===== src/rtl/module_spi_responder_pkg.sv =====
// Shared types and constants for the SPI responder slice.
package pkg_spi;

    typedef enum logic [1:0] {
        WAIT_IDLE,
        IDLE,
        ACTIVE
    } spi_resp_state_t;

    localparam int unsigned SPI_DATA_W     = 8;
    localparam logic [7:0]  SPI_DEFAULT_TX = 8'hFF;

endpackage


===== src/rtl/module_spi_responder_if.sv =====
// SPI pins plus the local TX/RX handshake of the responder, bundled as one port.
interface module_spi_responder_if
    import pkg_spi::*;
#(
    parameter int unsigned DATA_W = SPI_DATA_W
);
    logic              sclk_i;
    logic              cs_n_i;
    logic              mosi_i;
    logic              miso_o;
    logic              miso_oe_o;
    logic [DATA_W-1:0] tx_data_i;
    logic              tx_valid_i;
    logic              tx_ready_o;
    logic              tx_underrun_o;
    logic [DATA_W-1:0] rx_data_o;
    logic              rx_valid_o;
    logic              busy_o;

    modport slave (
        input  sclk_i, cs_n_i, mosi_i, tx_data_i, tx_valid_i,
        output miso_o, miso_oe_o, tx_ready_o, tx_underrun_o, rx_data_o, rx_valid_o, busy_o
    );

    modport master (
        output sclk_i, cs_n_i, mosi_i, tx_data_i, tx_valid_i,
        input  miso_o, miso_oe_o, tx_ready_o, tx_underrun_o, rx_data_o, rx_valid_o, busy_o
    );

endinterface


===== src/rtl/module_spi_responder_sync.sv =====
// Multi-stage synchronizer for one asynchronous pin, with rise/fall detection on the synced value.
module module_spi_sync #(
    parameter int unsigned SYNC_STAGES = 2
) (
    input  logic clk_i,
    input  logic rst_i,
    input  logic d_i,
    output logic q_o,
    output logic rise_o,
    output logic fall_o
);

    logic [SYNC_STAGES-1:0] sync_q, sync_d;
    logic                   prev_q, prev_d;

    always_comb begin
        sync_d = {sync_q[SYNC_STAGES-2:0], d_i};
        prev_d = sync_q[SYNC_STAGES-1];
    end

    // Reset to 0 so a cs_n held low through reset is never mistaken for idle.
    always_ff @(posedge clk_i) begin
        if (rst_i) begin
            sync_q <= '0;
            prev_q <= 1'b0;
        end else begin
            sync_q <= sync_d;
            prev_q <= prev_d;
        end
    end

    assign q_o    = sync_q[SYNC_STAGES-1];
    assign rise_o = sync_q[SYNC_STAGES-1] & ~prev_q;
    assign fall_o = ~sync_q[SYNC_STAGES-1] & prev_q;

endmodule


===== src/rtl/module_spi_responder.sv =====
// SPI mode-0 responder: MSB-first RX assembly, TX shifting from a one-deep holding register.
module module_spi_responder
    import pkg_spi::*;
#(
    parameter int unsigned       DATA_W      = SPI_DATA_W,
    parameter int unsigned       SYNC_STAGES = 2,
    parameter logic [DATA_W-1:0] DEFAULT_TX  = SPI_DEFAULT_TX
) (
    input  logic                   clk_i,
    input  logic                   rst_i,
    module_spi_responder_if.slave  spi
);

    localparam int unsigned CNT_W = $clog2(DATA_W);

    logic sclk_rise, sclk_fall;
    logic cs_n_sync, cs_n_rise, cs_n_fall;
    logic mosi_sync;
    logic sclk_sync;

    module_spi_sync #(.SYNC_STAGES(SYNC_STAGES)) u_sync_sclk (
        .clk_i  (clk_i),
        .rst_i  (rst_i),
        .d_i    (spi.sclk_i),
        .q_o    (sclk_sync),
        .rise_o (sclk_rise),
        .fall_o (sclk_fall)
    );

    module_spi_sync #(.SYNC_STAGES(SYNC_STAGES)) u_sync_cs_n (
        .clk_i  (clk_i),
        .rst_i  (rst_i),
        .d_i    (spi.cs_n_i),
        .q_o    (cs_n_sync),
        .rise_o (cs_n_rise),
        .fall_o (cs_n_fall)
    );

    module_spi_sync #(.SYNC_STAGES(SYNC_STAGES)) u_sync_mosi (
        .clk_i  (clk_i),
        .rst_i  (rst_i),
        .d_i    (spi.mosi_i),
        .q_o    (mosi_sync),
        .rise_o (),
        .fall_o ()
    );

    spi_resp_state_t   state_q, state_d;
    logic [CNT_W-1:0]  bit_cnt_q, bit_cnt_d;
    logic [DATA_W-1:0] rx_shift_q, rx_shift_d;
    logic [DATA_W-1:0] tx_shift_q, tx_shift_d;
    logic [DATA_W-1:0] hold_q, hold_d;
    logic              hold_full_q, hold_full_d;
    logic              reload_q, reload_d;
    logic              done_q, done_d;
    logic [DATA_W-1:0] rx_data_q, rx_data_d;
    logic              rx_valid_q, rx_valid_d;
    logic              underrun_q, underrun_d;
    logic              oe_q, oe_d;
    logic              load;
    logic              sclk_unused;

    assign sclk_unused = sclk_sync;

    always_comb begin
        state_d     = state_q;
        bit_cnt_d   = bit_cnt_q;
        rx_shift_d  = rx_shift_q;
        tx_shift_d  = tx_shift_q;
        hold_d      = hold_q;
        hold_full_d = hold_full_q;
        reload_d    = reload_q;
        done_d      = 1'b0;
        rx_data_d   = rx_data_q;
        rx_valid_d  = 1'b0;
        underrun_d  = 1'b0;
        oe_d        = oe_q;
        load        = 1'b0;

        // A word completed last cycle is published even if cs_n rises now.
        if (done_q) begin
            rx_data_d  = rx_shift_q;
            rx_valid_d = 1'b1;
        end

        unique case (state_q)
            WAIT_IDLE: begin
                oe_d = 1'b0;
                if (cs_n_sync) state_d = IDLE;
            end
            IDLE: begin
                oe_d = 1'b0;
                if (cs_n_fall) begin
                    load      = 1'b1;
                    oe_d      = 1'b1;
                    bit_cnt_d = '0;
                    reload_d  = 1'b0;
                    state_d   = ACTIVE;
                end
            end
            ACTIVE: begin
                if (cs_n_rise) begin
                    state_d   = IDLE;
                    oe_d      = 1'b0;
                    bit_cnt_d = '0;
                    reload_d  = 1'b0;
                end else if (sclk_rise) begin
                    rx_shift_d = {rx_shift_q[DATA_W-2:0], mosi_sync};
                    if (bit_cnt_q == CNT_W'(DATA_W - 1)) begin
                        bit_cnt_d = '0;
                        done_d    = 1'b1;
                        reload_d  = 1'b1;
                    end else begin
                        bit_cnt_d = bit_cnt_q + CNT_W'(1);
                    end
                end else if (sclk_fall) begin
                    if (reload_q) begin
                        load     = 1'b1;
                        reload_d = 1'b0;
                    end else begin
                        tx_shift_d = {tx_shift_q[DATA_W-2:0], 1'b0};
                    end
                end
            end
            default: state_d = WAIT_IDLE;
        endcase

        // Load sees the pre-write holding state; a same-cycle write then refills it.
        if (load) begin
            tx_shift_d  = hold_full_q ? hold_q : DEFAULT_TX;
            underrun_d  = ~hold_full_q;
            hold_full_d = 1'b0;
        end
        if (spi.tx_valid_i && !hold_full_q) begin
            hold_d      = spi.tx_data_i;
            hold_full_d = 1'b1;
        end
    end

    always_ff @(posedge clk_i) begin
        if (rst_i) begin
            state_q     <= WAIT_IDLE;
            bit_cnt_q   <= '0;
            rx_shift_q  <= '0;
            tx_shift_q  <= '0;
            hold_q      <= '0;
            hold_full_q <= 1'b0;
            reload_q    <= 1'b0;
            done_q      <= 1'b0;
            rx_data_q   <= '0;
            rx_valid_q  <= 1'b0;
            underrun_q  <= 1'b0;
            oe_q        <= 1'b0;
        end else begin
            state_q     <= state_d;
            bit_cnt_q   <= bit_cnt_d;
            rx_shift_q  <= rx_shift_d;
            tx_shift_q  <= tx_shift_d;
            hold_q      <= hold_d;
            hold_full_q <= hold_full_d;
            reload_q    <= reload_d;
            done_q      <= done_d;
            rx_data_q   <= rx_data_d;
            rx_valid_q  <= rx_valid_d;
            underrun_q  <= underrun_d;
            oe_q        <= oe_d;
        end
    end

    assign spi.miso_o        = oe_q & tx_shift_q[DATA_W-1];
    assign spi.miso_oe_o     = oe_q;
    assign spi.tx_ready_o    = ~hold_full_q;
    assign spi.tx_underrun_o = underrun_q;
    assign spi.rx_data_o     = rx_data_q;
    assign spi.rx_valid_o    = rx_valid_q;
    assign spi.busy_o        = (state_q == ACTIVE);

endmodule

===== src/flat_wrapper.sv =====
// flat-port wrapper written by rule: the top's interface ports become plain ports
module module_spi_responder_flat import pkg_spi::*;
#(
    parameter int unsigned       DATA_W      = SPI_DATA_W,
    parameter int unsigned       SYNC_STAGES = 2,
    parameter logic [DATA_W-1:0] DEFAULT_TX  = SPI_DEFAULT_TX
)
  (clk_i, rst_i, spi_sclk_i, spi_cs_n_i, spi_mosi_i, spi_tx_data_i, spi_tx_valid_i, spi_miso_o, spi_miso_oe_o, spi_tx_ready_o, spi_tx_underrun_o, spi_rx_data_o, spi_rx_valid_o, spi_busy_o);
  module_spi_responder_if #(.DATA_W(DATA_W)) spi_i ();
  input  logic clk_i;
  input  logic rst_i;
  input wire logic [$bits(spi_i.sclk_i)-1:0] spi_sclk_i;
  input wire logic [$bits(spi_i.cs_n_i)-1:0] spi_cs_n_i;
  input wire logic [$bits(spi_i.mosi_i)-1:0] spi_mosi_i;
  input wire logic [$bits(spi_i.tx_data_i)-1:0] spi_tx_data_i;
  input wire logic [$bits(spi_i.tx_valid_i)-1:0] spi_tx_valid_i;
  output wire logic [$bits(spi_i.miso_o)-1:0] spi_miso_o;
  output wire logic [$bits(spi_i.miso_oe_o)-1:0] spi_miso_oe_o;
  output wire logic [$bits(spi_i.tx_ready_o)-1:0] spi_tx_ready_o;
  output wire logic [$bits(spi_i.tx_underrun_o)-1:0] spi_tx_underrun_o;
  output wire logic [$bits(spi_i.rx_data_o)-1:0] spi_rx_data_o;
  output wire logic [$bits(spi_i.rx_valid_o)-1:0] spi_rx_valid_o;
  output wire logic [$bits(spi_i.busy_o)-1:0] spi_busy_o;
  assign spi_i.sclk_i = spi_sclk_i;
  assign spi_i.cs_n_i = spi_cs_n_i;
  assign spi_i.mosi_i = spi_mosi_i;
  assign spi_i.tx_data_i = spi_tx_data_i;
  assign spi_i.tx_valid_i = spi_tx_valid_i;
  assign spi_miso_o = spi_i.miso_o;
  assign spi_miso_oe_o = spi_i.miso_oe_o;
  assign spi_tx_ready_o = spi_i.tx_ready_o;
  assign spi_tx_underrun_o = spi_i.tx_underrun_o;
  assign spi_rx_data_o = spi_i.rx_data_o;
  assign spi_rx_valid_o = spi_i.rx_valid_o;
  assign spi_busy_o = spi_i.busy_o;
  module_spi_responder #(.DATA_W(DATA_W), .SYNC_STAGES(SYNC_STAGES), .DEFAULT_TX(DEFAULT_TX)) u_core (.clk_i(clk_i), .rst_i(rst_i), .spi(spi_i));
endmodule

===== config.mk =====
export PLATFORM = sky130hd
export DESIGN_NAME = module_spi_responder_flat
export DESIGN_NICKNAME = d
export VERILOG_FILES = /design/src/rtl/module_spi_responder_pkg.sv /design/src/rtl/module_spi_responder_if.sv /design/src/rtl/module_spi_responder_sync.sv /design/src/rtl/module_spi_responder.sv /design/src/flat_wrapper.sv
export SDC_FILE = /design/constraint.sdc
export NUM_CORES = 1
export LEC_CHECK = 0
export CORE_MARGIN = 2
export CORE_UTILIZATION = 25
export DETAILED_ROUTE_END_ITERATION = 7
export DONT_BUFFER_PORTS = 1
export GPL_ROUTABILITY_DRIVEN = 1
export SYNTH_ARGS = -nofsm -noshare
export SYNTH_HDL_FRONTEND = slang
export SYNTH_SLANG_ARGS = --single-unit

===== constraint.sdc =====
create_clock -name clk_i -period 3.6 [get_ports clk_i]
set_input_delay 0.72 -clock clk_i [delete_from_list [all_inputs] [get_ports clk_i]]
set_output_delay 0.72 -clock clk_i [all_outputs]
set_load 0.05 [all_outputs]

==> flow_summary.json <==
{
  "wl_per_cell_um": 11.96,
  "p_int_mw": 0.8333,
  "final_max_slew_viol_count": 0,
  "ys_ff_latch": 51,
  "finalCritPeriodShare_pct": 65.12,
  "htreeDepth": 2,
  "ys_async_sr_fraction_pct": 0,
  "hold_end": "u_core.u_sync_mosi.sync_q[1]",
  "finalWeightedCongestion": 0.7594,
  "die_y_um": 95.94,
  "max_slew_margin_pct": 36.54,
  "drv_cap": 0,
  "status": "finished, final reports clean",
  "worstPathRequired_ps": 3800,
  "grt_max_degree": 54,
  "ys_top_cells_by_count": "51 x dfxtp_1, 29 x nand2_1, 23 x a21oi_1",
  "synth-main-ff-cell": "dfxtp_1",
  "synth_area_leaders": "dfxtp_1 48%, mux2i_1 8.1%, a21oi_1 5.4%",
  "ff2ff_setup_slack_ps": 1260,
  "worst_pin_slew_ps": 951.9,
  "first_pass_iters": 4,
  "drtIter0Drc": 47,
  "hold_viol_final": 0,
  "drt.antenna.violating_nets": 0,
  "cts.clk_slew.worst_paths_ps": 90,
  "dpl.hpwl_mm": 2.694,
  "cts_hold_buffers": 0,
  "p_sw_share_pct": 24.92,
  "cts_num_sinks": 51,
  "cts_buffer_depth": 2,
  "synthDominantCellAreaShare_pct": 48.31,
  "ys_types": 33,
  "combPwrFrac_pct": 10.4,
  "r2r-end": "u_core.state_q[0]",
  "grt_pass1_wl_mm": 6.555,
  "antenna_found_initial": 0,
  "areaGrowthSynthToFinish_pct": 8.644,
  "period_needed_ps": 2344,
  "leakagePower_nw": 0.8137,
  "synth-edff-count": 0,
  "vias": 1468,
  "n_antenna_cell": 0,
  "die_w_um": 95.94,
  "avgSynthCellArea_sq_um": 9.310,
  "powerDensity_nw_per_um2": 483.4,
  "insertion_delay_ps": 300,
  "critPathKind": "register to register",
  "grt_pass1_vias": 1324,
  "arrival_ps": 2540,
  "die_area_sq_um": 9204,
  "area.sequential_sq_um": 1021,
  "ctsResizeCount": 0,
  "start_util_pct": 25.72,
  "root_buffer": "clkbuf_8",
  "p_switching_mw": 0.2766,
  "cp_max_fo": 12,
  "numCtsBuffers": 5,
  "ios": 28,
  "rsz0062_at_grt": "false",
  "fillers": 861,
  "seq_area_frac_synth_pct": 48.31,
  "irDropWorstVdd_v": 0.0001832,
  "cts_tree": "built",
  "multi_input_area_sq_um": 1006,
  "clock_skew_ps": 8.947,
  "post_cts_buffers": 0,
  "start_kind": "register",
  "nNetsFinal": 242,
  "holdCritPathClass": "register to register",
  "yosys.area.top_type": "dfxtp_1",
  "reg2regPathDepth": 6,
  "seqPwrFrac_pct": 53.6,
  "grt_use_total_pct": 9.230,
  "place.port_buffers": 0,
  "cp-end-kind": "register",
  "via_per_inst": 4.489,
  "drive_above_1_share_pct": 5.856,
  "fmaxAchievable_mhz": 426.6,
  "yosysWarnings": 0,
  "setup_tns_ps": 0,
  "syn_inst": 227,
  "hold_depth": 1,
  "synth_area_sq_um": 2113,
  "grt_overflow": 0,
  "hold_path_startpoint": "u_core.u_sync_mosi.sync_q[0]",
  "yosysMostFrequentCell": "dfxtp_1",
  "drc_errors": 0,
  "wl_mm": 3.910,
  "p_clk_share_pct": 36.0,
  "p_total_mw": 1.110,
  "final-setup-viol-count": 0,
  "fp.coreArea_sq_um": 8217,
  "synth_nets": 248,
  "r2r_start": "u_core.state_q[0]",
  "row_count": 33
}
[layout by cell type (no fill, tap or decap), types with 5 or more instances in the layout]
cell type and count:
nand2b_1 6, dfxtp_1 51, clkbuf_8 5, nor2_1 11, a211oi_1 8, mux2i_1 17
nand3_1 12, a21oi_1 23, nand2_1 29, nor2b_1 13, inv_1 5, ha_1 7
nor3_1 10
[registers in the layout, indices dropped and copies added, names as in the netlist]
register	flops
u_core.u_sync_cs_n.sync_q	2
u_core.u_sync_cs_n.prev_q	1
u_core.hold_q	8
u_core.done_q	1
u_core.reload_q	1
u_core.u_sync_mosi.sync_q	2
u_core.state_q	2
u_core.spi.tx_underrun_o	1
u_core.spi.rx_valid_o	1
u_core.rx_shift_q	8
u_core.u_sync_sclk.prev_q	1
u_core.spi.rx_data_o	8
u_core.bit_cnt_q	3
u_core.u_sync_sclk.sync_q	2
u_core.hold_full_q	1
u_core.spi.miso_oe_o	1
u_core.tx_shift_q	8
[kinds of logic (layout without fill, tap and decap cells)]
kind of cell / after synthesis / in the layout / share of synthesized area, %
DFF: 51 / 51 / 48.31
buffers and inverters: 19 / 14 / 4.085
muxes: 18 / 18 / 8.585
and+or+nand+nor: 92 / 92 / 22.62
adders and majority gates: 7 / 7 / 4.144
AOI/OAI and AO/OA: 40 / 40 / 12.26
[power groups by stage]
stage               logic [mW]  clock network (mW)  registers, mW
finish                   0.115               0.400          0.595
global route             0.129               0.444          0.598
CTS                      0.116               0.418          0.595
detailed placement       0.116                   0          0.608
global placement         0.113                   0          0.606
floorplan                0.109                   0          0.604
[worst max path at each step]
stage | start | endpoint | slack [ps]
after floorplan | u_core.state_q[0] | u_core.state_q[0] | 1540
after global placement | u_core.state_q[0] | u_core.state_q[0] | 1350
after detailed placement | u_core.state_q[0] | u_core.state_q[0] | 1270
after CTS | u_core.state_q[0] | u_core.state_q[0] | 1260
after global routing | u_core.state_q[0] | u_core.state_q[0] | 1090
final | u_core.state_q[0] | u_core.state_q[0] | 1260
[critical path, stage by stage, from the launching register on]
cell and delay [ps]:
dfxtp_1 360, inv_1 110, ha_1 800, nor2_1 180, a21oi_1 170, a2bb2oi_1 260
mux2_2 360
[area by class of cell]
type | instances | area share, %
tap | 105 | 5.722
multi-input combinational | 157 | 43.81
inverter | 6 | 0.9809
sequential | 51 | 44.47
clock inverter | 3 | 2.016
clock buffer | 5 | 2.997
[per-stage QoR]
step           setup slack (ps)  hold slack (ps)  cells  utilization [%]  area [sq um]
2_1_floorplan              1537            413.8    227                -          2113
3_3_place_gp               1348            421.7    319            26.54          2181
3_5_place_dp               1267            420.4    319            26.54          2181
4_1_cts                    1258            443.4    327            27.94          2296
5_1_grt                    1094            453.9    327            27.94          2296
6_report                   1256            441.8    327            27.94          2296
[layer usage]
metal,track usage [%],share of wire (%)
met1,12.28,49
met5,0,0
met4,3.214,1.1
met2,13.93,44
met3,3.132,5.7
No activity file was read; power rests on OpenSTA's default activity.
